$ cat config.mk
export PLATFORM = sky130hd
export DESIGN_NAME = patr_scan_ctrl
export DESIGN_NICKNAME = d
export VERILOG_FILES = /design/src/rtl/patr_scan_ctrl_pkg.sv /design/src/rtl/patr_scan_ctrl_patr.sv /design/src/rtl/patr_scan_ctrl.sv
export SDC_FILE = /design/constraint.sdc
export NUM_CORES = 1
export LEC_CHECK = 0
export ABC_AREA = 0
export BUFFER_PORTS_ARGS = -buffer_cell sky130_fd_sc_hd__buf_4
export CELL_PAD_IN_SITES_DETAIL_PLACEMENT = 1
export CELL_PAD_IN_SITES_GLOBAL_PLACEMENT = 1
export CORE_ASPECT_RATIO = 1.5
export CORE_MARGIN = 2
export CORE_UTILIZATION = 40
export DETAILED_ROUTE_END_ITERATION = 10
export PLACE_DENSITY_LB_ADDON = 0.12
export SLEW_MARGIN = 10
export SYNTH_ARGS = -nofsm -noshare
export SYNTH_HDL_FRONTEND = slang
export SYNTH_SLANG_ARGS = --single-unit
$ cat constraint.sdc
create_clock -name CLK -period 3.5 [get_ports CLK]
set_input_delay 0 -clock CLK [delete_from_list [all_inputs] [get_ports CLK]]
set_output_delay 0 -clock CLK [all_outputs]
set_load 0.1 [all_outputs]
$ cat src/rtl/patr_scan_ctrl_pkg.sv
// Shared types for the Patr scan sequencer: FSM states and the bit-position
// mnemonic that selects which 4-bit window of a byte the checker compares.
package patr_scan_ctrl_pkg;

    typedef enum logic [2:0] {
        SC_IDLE  = 3'd0,
        SC_FETCH = 3'd1,
        SC_WAIT  = 3'd2,
        SC_CHECK = 3'd3,
        SC_DONE  = 3'd4
    } scan_state_t;

    // Window POSn covers byte bits [n+2:n-1]; 0 means no window selected.
    typedef enum logic [2:0] {
        POS_NONE = 3'd0,
        POS1     = 3'd1,
        POS2     = 3'd2,
        POS3     = 3'd3,
        POS4     = 3'd4,
        POS5     = 3'd5
    } BitPosition_mne;

endpackage

$ cat src/rtl/patr_scan_ctrl_patr.sv
// Patr pattern checker: combinational compare of one 4-bit window of
// PatrSrcA against the low nibble of PatrSrcB.
module patr_scan_ctrl_patr
    import patr_scan_ctrl_pkg::*;
(
    input  logic [7:0]     PatrSrcA,
    input  logic [7:0]     PatrSrcB,
    input  BitPosition_mne position,
    output logic           PatrOut
);

    logic [3:0] window_s;
    logic       window_valid_s;

    // Select the window addressed by position and compare against the pattern.
    always_comb begin
        window_s       = 4'd0;
        window_valid_s = 1'b1;
        case (position)
            POS1:    window_s = PatrSrcA[3:0];
            POS2:    window_s = PatrSrcA[4:1];
            POS3:    window_s = PatrSrcA[5:2];
            POS4:    window_s = PatrSrcA[6:3];
            POS5:    window_s = PatrSrcA[7:4];
            default: window_valid_s = 1'b0;
        endcase
        // Upper pattern byte is architecturally zero; a non-zero value never matches.
        PatrOut = window_valid_s && (PatrSrcB[7:4] == 4'd0) && (window_s == PatrSrcB[3:0]);
    end

endmodule

$ cat src/rtl/patr_scan_ctrl.sv
// Scan sequencer: walks LEN bytes of data memory from BASE, runs each byte
// through the Patr checker at all five positions and accumulates counts.
module patr_scan_ctrl
    import patr_scan_ctrl_pkg::*;
#(
    parameter int ADDR_W = 8,
    parameter int LEN_W  = 8,
    parameter int CNT_W  = 10
) (
    input  logic              CLK,
    input  logic              reset_n,
    input  logic              start,
    input  logic [ADDR_W-1:0] base_addr,
    input  logic [LEN_W-1:0]  length,
    input  logic [3:0]        pattern,
    output logic              mem_rd_en,
    output logic [ADDR_W-1:0] mem_addr,
    input  logic [7:0]        mem_rd_data,
    output logic              busy,
    output logic              done,
    output logic [CNT_W-1:0]  match_count,
    output logic [CNT_W-1:0]  byte_hit_count
);

    localparam logic [CNT_W-1:0] CNT_MAX = {CNT_W{1'b1}};

    scan_state_t       state_q, state_d;
    logic [ADDR_W-1:0] base_q, base_d;
    logic [LEN_W-1:0]  len_q, len_d;
    logic [3:0]        pat_q, pat_d;
    logic [LEN_W-1:0]  idx_q, idx_d;
    logic [2:0]        pos_q, pos_d;
    logic [7:0]        byte_q, byte_d;
    logic              hit_q, hit_d;
    logic [CNT_W-1:0]  match_q, match_d;
    logic [CNT_W-1:0]  bhit_q, bhit_d;
    logic              rd_en_q, rd_en_d;
    logic [ADDR_W-1:0] addr_q, addr_d;
    logic              busy_q, busy_d;
    logic              done_q, done_d;

    logic              patr_out_s;
    logic [LEN_W-1:0]  idx_next_s;

    patr_scan_ctrl_patr u_patr (
        .PatrSrcA (byte_q),
        .PatrSrcB ({4'd0, pat_q}),
        .position (BitPosition_mne'(pos_q)),
        .PatrOut  (patr_out_s)
    );

    assign idx_next_s = idx_q + LEN_W'(1);

    // Next-state logic; strobes are computed one cycle ahead so every output is a flop.
    always_comb begin
        state_d = state_q;
        base_d  = base_q;
        len_d   = len_q;
        pat_d   = pat_q;
        idx_d   = idx_q;
        pos_d   = pos_q;
        byte_d  = byte_q;
        hit_d   = hit_q;
        match_d = match_q;
        bhit_d  = bhit_q;
        rd_en_d = 1'b0;
        addr_d  = addr_q;
        busy_d  = busy_q;
        done_d  = 1'b0;
        case (state_q)
            SC_IDLE: begin
                if (start) begin
                    base_d  = base_addr;
                    len_d   = length;
                    pat_d   = pattern;
                    idx_d   = {LEN_W{1'b0}};
                    hit_d   = 1'b0;
                    match_d = {CNT_W{1'b0}};
                    bhit_d  = {CNT_W{1'b0}};
                    busy_d  = 1'b1;
                    if (length != {LEN_W{1'b0}}) begin
                        state_d = SC_FETCH;
                        rd_en_d = 1'b1;
                        addr_d  = base_addr;
                    end else begin
                        state_d = SC_DONE;
                        done_d  = 1'b1;
                    end
                end else begin
                    state_d = SC_IDLE;
                end
            end
            SC_FETCH: begin
                state_d = SC_WAIT;
            end
            SC_WAIT: begin
                byte_d  = mem_rd_data;
                pos_d   = 3'(POS1);
                state_d = SC_CHECK;
            end
            SC_CHECK: begin
                if (patr_out_s && (match_q != CNT_MAX)) begin
                    match_d = match_q + CNT_W'(1);
                end else begin
                    match_d = match_q;
                end
                if (pos_q == 3'(POS5)) begin
                    if ((hit_q || patr_out_s) && (bhit_q != CNT_MAX)) begin
                        bhit_d = bhit_q + CNT_W'(1);
                    end else begin
                        bhit_d = bhit_q;
                    end
                    hit_d = 1'b0;
                    idx_d = idx_next_s;
                    if (idx_q == (len_q - LEN_W'(1))) begin
                        state_d = SC_DONE;
                        done_d  = 1'b1;
                    end else begin
                        state_d = SC_FETCH;
                        rd_en_d = 1'b1;
                        addr_d  = base_q + ADDR_W'(idx_next_s);
                    end
                end else begin
                    hit_d = hit_q | patr_out_s;
                    pos_d = pos_q + 3'd1;
                end
            end
            SC_DONE: begin
                state_d = SC_IDLE;
                busy_d  = 1'b0;
            end
            default: begin
                state_d = SC_IDLE;
                busy_d  = 1'b0;
            end
        endcase
    end

    // State and datapath registers; reset abandons any scan in progress.
    always_ff @(posedge CLK or negedge reset_n) begin
        if (!reset_n) begin
            state_q <= SC_IDLE;
            base_q  <= {ADDR_W{1'b0}};
            len_q   <= {LEN_W{1'b0}};
            pat_q   <= 4'd0;
            idx_q   <= {LEN_W{1'b0}};
            pos_q   <= 3'd0;
            byte_q  <= 8'd0;
            hit_q   <= 1'b0;
            match_q <= {CNT_W{1'b0}};
            bhit_q  <= {CNT_W{1'b0}};
            rd_en_q <= 1'b0;
            addr_q  <= {ADDR_W{1'b0}};
            busy_q  <= 1'b0;
            done_q  <= 1'b0;
        end else begin
            state_q <= state_d;
            base_q  <= base_d;
            len_q   <= len_d;
            pat_q   <= pat_d;
            idx_q   <= idx_d;
            pos_q   <= pos_d;
            byte_q  <= byte_d;
            hit_q   <= hit_d;
            match_q <= match_d;
            bhit_q  <= bhit_d;
            rd_en_q <= rd_en_d;
            addr_q  <= addr_d;
            busy_q  <= busy_d;
            done_q  <= done_d;
        end
    end

    assign mem_rd_en      = rd_en_q;
    assign mem_addr       = addr_q;
    assign busy           = busy_q;
    assign done           = done_q;
    assign match_count    = match_q;
    assign byte_hit_count = bhit_q;

endmodule

# Yosys cells after proc, flatten, opt, wreduce, memory -nomap -nowiden
# Cells that the tools add are included.
# totals
ff_bits	74
latchBits	0
mem_bits_rw	0
mem_bits_ro	0
out_inout_bits	31
elab_cells	97
memories	0
# op_classes
addsub	6
multipliers	0
div	0
n_lt_le_gt_ge	0
eq_ne	19
shift	0
muxes	38
bitwise_logic	2
n_reduce_logical	18
# op_table
cell	n
8-bit two-way mux	6
10-bit two-way mux	4
10-bit one-hot mux with 2 select lines	2
8-bit one-hot mux with 2 select lines	2
10-bit by 1-bit adder with 10-bit output, second input constant	2
10-bit != test, second input constant	2
4-bit one-hot mux with 5 select lines	1
3-bit two-way mux	5
2-bit != test, second input constant	7
3-bit by 2-bit equality test with 1-bit output, second input constant	4
1-bit two-way mux	12
3-bit one-hot mux with 4 select lines	1
8-bit by 1-bit adder with 8-bit output, second input constant	1
8-bit adder	1
8-bit equality test	1
1-bit one-hot mux with 2 select lines	4
2-bit AND reduction	4
8-bit nonzero test	1
8-bit by 1-bit subtractor with 8-bit output, second input constant	1
3-bit by 1-bit equality test with 1-bit output, second input constant	2
3-bit equality test, second input constant	2
3-bit one-hot mux with 2 select lines	1
3-bit AND reduction	2
5-bit AND reduction	1
other kinds (11)	14

# Logic depth before layout (Yosys ltp)
# Gate-level depths: netlist of run 1.
# depth
ltp_word	9
mapped_depth	11
depth_no_buf	11

# By module
# Synthesis of run 1 repeated with hierarchy kept, for this count alone.
# unflattened
hier_cells	435
hier_area_um2	4186.5
# modules_own_cells
module	n_inst	cells_per_inst	area_each_um2	seq_area_each_um2
patr_scan_ctrl	1	396	3880.0	1851.8
patr_scan_ctrl_patr	1	39	306.5	0.0

# Worst setup path before layout of run 1
# No wires, ideal clock.
# synth_path
kind	register -> register
startpoint	register bhit_q[0], in the netlist byte_hit_count[0]
endpoint	register bhit_q[9], in the netlist byte_hit_count[9]
arrival_time_ps	2734
required_ps	3373
path_slack_ps	639
path_stages_with_launch	9
n_path_buf	0
period_less_slack_ps	2861
cell_sequence	dfrtp_1 > ha_1 > and3_1 > and3_1 > and3_1 > a31oi_1 > nand4_1 > a22oi_1 > o21ai_0
# synth_between
elab_chain_cells	4
# synth_rtl
item	line_no	text
from (decl)	patr_scan_ctrl.sv:36	logic [CNT_W-1:0] bhit_q, bhit_d;
from (signal assigned)	patr_scan_ctrl.sv:151	bhit_q <= {CNT_W{1'b0}};
from (signal assigned)	patr_scan_ctrl.sv:166	bhit_q <= bhit_d;
10-bit by 1-bit adder with 10-bit output / 10-bit != test (equally long branches)	patr_scan_ctrl.sv:109, patr_scan_ctrl.sv:108	
10-bit two-way mux / 1-bit logical AND (equally long branches)	patr_scan_ctrl.sv:108	if ((hit_q || patr_out_s) && (bhit_q != CNT_MAX)) begin
10-bit two-way mux / 2-bit != test (equally long branches)	--	
10-bit one-hot mux with 2 select lines / 4-bit AND reduction (equally long branches)	--	
# Parallel ways exist; a longest one is shown, timed or not. The select of a mux whose other input is x is not followed.
# A chain may end at the register's enable or synchronous reset.

# Worst setup path in the final report of run 1
# layout_path
startpoint	register pos_q[1]
endpoint	register match_q[7], in the netlist match_count[7]
# layout_between
elab_chain_cells	7
# layout_rtl
item	line_no	text
from (decl)	patr_scan_ctrl.sv:32	logic [2:0] pos_q, pos_d;
from (signal assigned)	patr_scan_ctrl.sv:162	pos_q <= pos_d;
3-bit equality test (tied with other cells)	patr_scan_ctrl_patr.sv:19	case (position)
4-bit one-hot mux with 5 select lines / 5-bit OR reduction (equally long branches)	--	
4-bit equality test / 1-bit two-way mux (equally long branches)	patr_scan_ctrl_patr.sv:28, patr_scan_ctrl_patr.sv:19	
1-bit logical AND *	patr_scan_ctrl_patr.sv:28	PatrOut = window_valid_s && (PatrSrcB[7:4] == 4'd0) && (window_s == PatrSrcB[3:0]);
1-bit logical AND *	patr_scan_ctrl.sv:102	if (patr_out_s && (match_q != CNT_MAX)) begin
2-bit != test (no line) *	--	
3-bit AND reduction (no line) *	--	
to (signal assigned)	patr_scan_ctrl.sv:150	match_q <= {CNT_W{1'b0}};
to (signal assigned)	patr_scan_ctrl.sv:165	match_q <= match_d;
to (decl)	patr_scan_ctrl.sv:35	logic [CNT_W-1:0] match_q, match_d;
# Mark *: on every way between the ends. The rest lies on a longest branch, timed or not.

==> results.toml, run 1 <==
[outcome]
outcome = "completed"

[cts]
cts_buffers = 9
cts_root_buffer = "clkbuf_16"
clk_path_buf_depth = 2
post_cts_resized = 0
cts_tree = "yes"
path_clk_slew_ns = 0.06
htree_num_levels = 3
clock-sinks = 74
clk_latency_ns = 0.33

[synthesis]
yosysWarnings = 0
synthCells = 481
synth_edf_count = 0
synthTopCellsByArea = "dfrtp_1, nand2_1, ha_1"
synth.largest_area_cell = "dfrtp_1"
syn_area_per_cell_um2 = 8.914
synthDistinctLibCells = 61
synth_flop_cell = "dfrtp_1"
syn_area_mm2 = 0.004288
ys_ff_latch = 74
netlist.area_leader.share = 0.4319
synth_nets = 529
async_flop_share = 1.000
ys_seq_area_frac = 0.4319

[detailed_routing]
drt_iter0_drc = 160
avgRoutedWirePerCell_um = 17.16
avgViaCountPerCell = 5.409
post-route-drc-count = 0
antenna_left = 0
num_vias = 3884
dr.pass1.iters = 5
wirelength_um = 12320

[pwr]
ir_worst_vdd_v = 0.0004665
power_leakage_nw = 2.577
power_density_mw_per_mm2 = 1103

[flow_run]
maxCapViolCount = 0

[sta]
worst_pin_slew_ns = 0.9846
slew_viol_final = 0
setup_viol = 0
fin_crit_ns = 3.072
hold_ws_ns = 0.2464
fin_skew_ns = 0.006564
hold_viol = 0
tns_ns = 0
finalCritPeriodShare = 0.8778
grt_setup_unrepaired = "no"
max-slew-margin-rel = 0.3436
max_freq_mhz = 325.5

[worst_setup_path]
worstPathRequired_ns = 3.76
setup.worst_path.class = "register to register"
cp-end-kind = "register"
crit_fanout = 11
crit_path_start_kind = "register"
cp_data_arrival_time_ns = 3.33

[grt]
grt_pass1_wl_um = 20350
grt_use_total = 0.2278
grt_pass1_vias = 4125
overflow = 0
antenna_found_initial = 0
grt_max_degree = 75

[floorplan]
die_h_um = 130.8
boundaryPins = 62
fp.dieW_um = 88.54
initial_core_util = 0.4071
fp.coreArea_mm2 = 0.01053
design.die.area_mm2 = 0.01158
rows = 46

[final_layout]
fin_area_mm2 = 0.005507
layout.nets = 617
final_common_cell = "nand2_1"
antenna_cells = 0
mostFrequentLayoutCells = "nand2_1, dfrtp_1, buf_4"
final_cells = 718
syn2layout_area_growth_pct = 28.42
fin_util = 0.5228
drive_gt1_frac = 0.1812

[place]
hpwl_um = 8778
dp.cells = 673
post_dp_cell_area_mm2 = 0.004897
place_congestion = 0.8112
io_buffers = 61

[min_path]
hold_class = "input pin to register"
-- path summary, 6_finish.rpt --
path	startpoint	end	slack, ns	cells past startpoint
worst max-delay path	pos_q[1]$_DFFE_PN0P_	match_count[7]$_DFFE_PN0P_	0.43	9
worst min-delay path	start	len_q[6]$_DFFE_PN0P_	0.25	5
worst max register to register	pos_q[1]$_DFFE_PN0P_	match_count[7]$_DFFE_PN0P_	0.43	9
worst min register to register	byte_q[0]$_DFFE_PN0P_	byte_q[0]$_DFFE_PN0P_	0.48	2
max in group asynchronous	reset_n	byte_hit_count[2]$_DFFE_PN0P_	2.47	2
min in group asynchronous	reset_n	mem_rd_en$_DFF_PN0_	0.36	2
-- per-stage QoR --
| step | worst slack [ns] | total power, mW |
|---|---|---|
| 4_1_cts | 0.3974 | 6.141 |
| 5_1_grt | 0.1591 | 6.526 |
| 3_5_place_dp | 0.4262 | 5.083 |
| 2_1_floorplan | 0.6389 | 4.182 |
| 3_3_place_gp | 0.5877 | 4.963 |
| 6_report | 0.4277 | 6.075 |
-- layer usage --
layer  track usage  share of wire  wire length, um
met5             0              0                0
met4       0.07932          0.022              269
met3       0.03204          0.017              210
met2        0.4286           0.57             6994
met1        0.2573           0.39             4848
-- critical path, cell delays in order, from the launching register on --
cell and delay, ns:
dfrtp_1 0.44, inv_1 0.12, ha_1 0.39, a22oi_1 0.12, o211a_1 0.25, a221oi_2 0.31, o31ai_1 0.14, or4_1 0.63
or4_1 0.44, a21oi_1 0.15
-- sequential cells by signal, summed over array words and instances (netlist names) --
name and flops:
busy 1, idx_q 8, hit_q 1, pos_q 3
len_q 8, byte_hit_count 10, base_q 8, mem_rd_en 1
match_count 10, done 1, state_q 3, byte_q 8
mem_addr 8, pat_q 4
-- area by class of cell --
type | count | area (um^2)
clock buffers | 14 | 254.0
clock inverters | 2 | 60.06
fillers | 1232 | 5026
inverters | 13 | 48.80
multi-input cells | 374 | 2311
flip-flops and latches | 74 | 1852
well taps | 144 | 180.2
repair buffers | 97 | 800.8
-- synth_stat cells (all sizes together), types with 6 or more instances --
| library cell | number |
|---|---|
| a21oi | 22 |
| a31oi | 6 |
| and3 | 10 |
| clkbuf | 15 |
| dfrtp | 74 |
| ha | 16 |
| inv | 13 |
| mux2 | 11 |
| mux2i | 9 |
| nand2 | 126 |
| nand3 | 21 |
| nor2 | 20 |
| nor3 | 9 |
| o21ai | 23 |
| o31ai | 10 |
| or4 | 8 |
| xnor2 | 13 |
| xor2 | 8 |
-- where the power goes --
group / switching, mW / internal [mW] / leakage, nW
Sequential: 0.431 / 1.22 / 0.931
Combinational: 2.29 / 1.15 / 1.49
Clock: 0.343 / 0.645 / 0.151
Total: 3.07 / 3.01 / 2.58
-- cells by family (layout without fill, tap and decap cells) --
group           count (synthesis)  count (layout)  share of synthesized area
buf+inv                        33             126                    0.03180
compound gates                 95              95                     0.1477
fa+ha+maj                      17              17                    0.05136
mux                            20              20                    0.04990
xor+xnor                       21              21                    0.04290
simple gates                  221             221                     0.2445
flops                          74              74                     0.4319
-- repair_timing --
item | in CTS | in global routing
buffers inserted | 0 | 0
hold buffers | 29 | 0
endpoints found under the hold margin | 104 | 0
Note: power is estimated with default switching activity, not from simulation.
==> run 2, diff against run 1 <==
--- a/config.mk
+++ b/config.mk
@@ -8,10 +8,10 @@
 export ABC_AREA = 0
 export BUFFER_PORTS_ARGS = -buffer_cell sky130_fd_sc_hd__buf_4
 export CELL_PAD_IN_SITES_DETAIL_PLACEMENT = 1
-export CELL_PAD_IN_SITES_GLOBAL_PLACEMENT = 1
+export CELL_PAD_IN_SITES_GLOBAL_PLACEMENT = 2
 export CORE_ASPECT_RATIO = 1.5
 export CORE_MARGIN = 2
-export CORE_UTILIZATION = 40
+export CORE_UTILIZATION = 35
 export DETAILED_ROUTE_END_ITERATION = 10
 export PLACE_DENSITY_LB_ADDON = 0.12
 export SLEW_MARGIN = 10
==> constraint.sdc (replaced) <==
create_clock -name CLK -period 3.46 [get_ports CLK]
set_input_delay 0 -clock CLK [delete_from_list [all_inputs] [get_ports CLK]]
set_output_delay 0 -clock CLK [all_outputs]
set_load 0.1 [all_outputs]
==> results.toml, run 2 (synthesis results as in run 1) <==
[outcome]
outcome = "completed"

[sta]
slew_viol_final = 0
max-slew-margin-rel = 0.3406
finalCritPeriodShare = 0.8989
grt_setup_unrepaired = "no"
fin_ws_ns = 0.3499
hold_ws_ns = 0.2626
tns_ns = 0
fin_crit_ns = 3.110
hold_viol = 0
fin_skew_ns = 0.007242
worst_pin_slew_ns = 0.9891
max_freq_mhz = 321.5
setup_viol = 0

[floorplan]
boundaryPins = 62
die_h_um = 139.6
fp.dieW_um = 94.38
fp.coreArea_mm2 = 0.01196
rows = 49
design.die.area_mm2 = 0.01317
initial_core_util = 0.3587

[cts]
post-cts-setup-buffer-count = 0
clk_latency_ns = 0.34
path_clk_slew_ns = 0.06
cts_root_buffer = "clkbuf_16"
post_cts_resized = 0
htree_num_levels = 3
clock-sinks = 74
cts_buffers = 9
clk_path_buf_depth = 2
cts_tree = "yes"

[pwr]
ir_worst_vdd_v = 0.0004669
power_leakage_nw = 2.597
power_density_mw_per_mm2 = 1119

[final_layout]
drive_gt1_frac = 0.1892
fin_area_mm2 = 0.005553
syn2layout_area_growth_pct = 29.50
mostFrequentLayoutCells = "nand2_1, dfrtp_1, buf_4"
layout.nets = 619
final_common_cell = "nand2_1"
fin_util = 0.4645
antenna_cells = 0

[grt]
grt_pass1_wl_um = 20940
grt_max_degree = 75
antenna_found_initial = 0
overflow = 0
grt_pass1_vias = 4166
grt_use_total = 0.2022

[detailed_routing]
drt_iter0_drc = 131
antenna_left = 0
dr.pass1.iters = 5
avgViaCountPerCell = 5.329
avgRoutedWirePerCell_um = 17.13
num_vias = 3885
wirelength_um = 12490
post-route-drc-count = 0

[place]
post_dp_cell_area_mm2 = 0.004923
io_buffers = 61
place_congestion = 0.8006
dp_slack_ns = 0.3601
hpwl_um = 9079

[worst_setup_path]
crit_chain = "inv_1 -> ha_1 -> a22oi_1 -> o211a_1 -> a221oi_2 -> o31ai_1 -> or4_1 -> or4_1 -> a21oi_1"
critPathSlowestCell = "or4_1"
crit_path_start_kind = "register"
critPathTopFamily = "simple AND/OR/NAND/NOR gates"
setup.worst_path.class = "register to register"
cp-end-kind = "register"
worstPathRequired_ns = 3.72
ff2ff_setup_slack_ns = 0.35
max_stage_delay_ns = 0.63
cp_data_arrival_time_ns = 3.37
cp_num_buf_inv = 1
crit_top_cell = "or4_1"
crit_fanout = 11

[flow_run]
maxCapViolCount = 0

[min_path]
hold_class = "input pin to register"
==> run 2: cell types whose count changed in the layout (fill, tap and decap cells not counted) <==
| cell | delta |
|---|---|
| buf_4 | +2 |
| clkbuf_1 | -4 |
| nor3b_2 | -1 |
| clkinv_2 | +1 |
| nor3b_1 | +1 |
| clkbuf_8 | +2 |
| clkinvlp_4 | +1 |
==> run 2: routing by layer <==
| layer | routed length, um | up-vias | global-route usage |
|---|---|---|---|
| li1 | - | 1874 | - |
| met1 | 5028 | 1944 | 0.2301 |
| met2 | 6995 | 49 | 0.3808 |
| met3 | 244 | 18 | 0.02870 |
| met4 | 222 | 0 | 0.06178 |
| met5 | 0 | - | 0 |
==> run 2: path summary, 6_finish.rpt <==
| kind | from | to | cells after the start |
|---|---|---|---|
| min in group asynchronous | reset_n | mem_addr[1]$_DFFE_PN0P_ | 2 |
| max | pos_q[1]$_DFFE_PN0P_ | match_count[5]$_DFFE_PN0P_ | 9 |
| min reg2reg | byte_q[0]$_DFFE_PN0P_ | byte_q[0]$_DFFE_PN0P_ | 2 |
| max in group asynchronous | reset_n | idx_q[1]$_DFFE_PN0P_ | 2 |
| min | start | base_q[2]$_DFFE_PN0P_ | 5 |
| max reg2reg | pos_q[1]$_DFFE_PN0P_ | match_count[5]$_DFFE_PN0P_ | 9 |
==> run 2: area by class of cell <==
cell class	instances	area (um^2)
fill	1391	6402
multi-input combinational	374	2306
sequential	74	1852
timing repair buffer	99	815.8
clock buffer	12	266.5
tap	153	191.4
clock inverter	4	72.57
inverter	13	48.80
==> run 2: tightest hold or removal path: stages <==
cell     delay, ns
buf_4         0.12
nor4b_2       0.15
buf_4         0.17
nand2_1       0.07
nand2_1       0.04
==> run 2: through the flow <==
step	power, mW	std cells
6_report	6.215	729
5_1_grt	6.669	729
4_1_cts	6.293	729
3_5_place_dp	5.187	684
3_3_place_gp	5.087	684
2_1_floorplan	4.230	481
==> run 2: report_power, final <==
group          leakage, nW  switching, mW  internal (mW)  total [mW]
sequential           0.931          0.438           1.23        1.67
clock                0.165          0.369          0.689        1.06
combinational         1.50           2.32           1.17        3.49
==> run 2: what timing repair did <==
item	4_1_cts	5_1_grt
hold buffers	29	0
endpoints found under the hold margin	103	0
setup endpoints to repair	0	0
==> run 3, diff against run 2 <==
==> constraint.sdc (replaced) <==
create_clock -name CLK -period 3.46 [get_ports CLK]
set_input_delay 0.519 -clock CLK [delete_from_list [all_inputs] [get_ports CLK]]
set_output_delay 0.519 -clock CLK [all_outputs]
set_load 0.1 [all_outputs]
==> results.toml, run 3 (synthesis results as in run 1) <==
[final_layout]
layout.nets = 589
syn2layout_area_growth_pct = 22.32
final_cells = 699
drive_gt1_frac = 0.1978
antenna_cells = 0
final_common_cell = "nand2_1"
mostFrequentLayoutCells = "nand2_1, dfrtp_1, buf_4"

[floorplan]
initial_core_util = 0.3587
design.die.area_mm2 = 0.01317
fp.coreArea_mm2 = 0.01196
fp.dieW_um = 94.38
boundaryPins = 62
rows = 49
die_h_um = 139.6

[place]
dp_slack_ns = 0.3717
dp.cells = 683
place_congestion = 0.7925
io_buffers = 61
hpwl_um = 8947

[cts]
cts_buffers = 9
clk_latency_ns = 0.34
clk_path_buf_depth = 2
post_cts_resized = 0
path_clk_slew_ns = 0.06
clock-sinks = 74
htree_num_levels = 3
post-cts-setup-buffer-count = 0
cts_root_buffer = "clkbuf_16"
cts_hold_buf = 0
cts_tree = "yes"

[grt]
met2_usage = 0.3662
grt_max_degree = 75
overflow = 0
grt_use_total = 0.1967
grt.busiest_layer = "met2"
antenna_found_initial = 0
met3_usage = 0.03140
grt_pass1_wl_um = 20060
grt_util_met1 = 0.2257
grt_pass1_vias = 3904

[detailed_routing]
dr.pass1.iters = 4
wirelength_um = 12210
post-route-drc-count = 0
avgViaCountPerCell = 5.381
antenna_left = 0
drt_iter0_drc = 107
avgRoutedWirePerCell_um = 17.46
num_vias = 3761

[flow_run]
maxCapViolCount = 0

[pwr]
swShare = 0.5081
seqPwrFrac = 0.270
p_int_mw = 3.027
power_frac_clock = 0.168
ir_worst_vdd_v = 0.0005115
p_comb_frac = 0.562
power_density_mw_per_mm2 = 1173
power_leakage_nw = 2.465
p_switching_mw = 3.127

[worst_setup_path]
worstPathRequired_ns = 3.72
ff2ff_setup_slack_ns = 0.36
critPathSlowestCell = "or4_1"
cp_num_buf_inv = 1
crit_fanout = 11
cp_data_arrival_time_ns = 3.36
cp-end-kind = "register"
rr_worst_depth = 9
crit_chain = "inv_1 -> ha_1 -> a22oi_1 -> o211a_1 -> a221oi_2 -> o31ai_1 -> or4_1 -> or4_1 -> a21oi_1"
setup.worst_path.class = "register to register"
crit_path_start_kind = "register"
crit_top_cell = "or4_1"
timing.rr.start = "pos_q[1]$_DFFE_PN0P_"
max_stage_delay_ns = 0.63
critPathTopFamily = "simple AND/OR/NAND/NOR gates"
r2r_end = "match_count[5]$_DFFE_PN0P_"

[sta]
max-slew-margin-rel = 0.3471
fin_crit_ns = 3.101
setup_viol = 0
max_freq_mhz = 322.4
fin_skew_ns = 0.008045
finalCritPeriodShare = 0.8963
slew_viol_final = 0
fin_ws_ns = 0.3586
grt_setup_unrepaired = "no"
worst_pin_slew_ns = 0.9794
hold_viol = 0
tns_ns = 0

[min_path]
hold_class = "input pin to async pin"

[outcome]
outcome = "completed"
[run 3: layout make-up]
cell class | count | area (um^2)
fill | 1424 | 6710
timing repair buffer | 69 | 518.0
clock inverter | 6 | 90.09
tap | 153 | 191.4
sequential | 74 | 1852
inverter | 13 | 48.80
multi-input combinational | 374 | 2306
clock buffer | 10 | 239.0
[run 3: worst max path at each step]
| stage | start | endpoint | depth (start not counted) |
|---|---|---|---|
| 3_5_place_dp | pos_q[1]$_DFFE_PN0P_ | match_count[6]$_DFFE_PN0P_ | 9 |
| 4_1_cts | pos_q[1]$_DFFE_PN0P_ | match_count[5]$_DFFE_PN0P_ | 9 |
| 6_report | pos_q[1]$_DFFE_PN0P_ | match_count[5]$_DFFE_PN0P_ | 9 |
| 2_1_floorplan | byte_hit_count[0]$_DFFE_PN0P_ | byte_hit_count[9]$_DFFE_PN0P_ | 8 |
| 5_1_grt | pos_q[1]$_DFFE_PN0P_ | match_count[4]$_DFFE_PN0P_ | 9 |
| 3_3_place_gp | pos_q[1]$_DFFE_PN0P_ | match_count[5]$_DFFE_PN0P_ | 9 |
[run 3: layer usage]
metal	routed length, um	vias to the layer above
li1	-	1824
met1	4837	1876
met2	6879	49
met3	292	12
met4	198	0
met5	0	-
[run 3: through the flow]
step	area [um^2]	utilization	hold slack, ns	power (mW)
6_report	5245	0.4387	0.3133	6.154
5_1_grt	5245	0.4387	0.3691	6.602
4_1_cts	5245	0.4387	0.3630	6.246
3_5_place_dp	4916	0.4112	0.4737	5.173
3_3_place_gp	4916	0.4112	0.4713	5.086
2_1_floorplan	4288	-	0.2234	4.230
[run 3: power by group through the flow]
stage	Sequential, mW	Clock [mW]	Combinational [mW]
floorplan	2.45	0	1.78
global placement	1.66	0	3.42
detailed placement	1.68	0	3.49
CTS	1.67	1.06	3.51
global route	1.73	1.09	3.78
finish	1.66	1.03	3.46
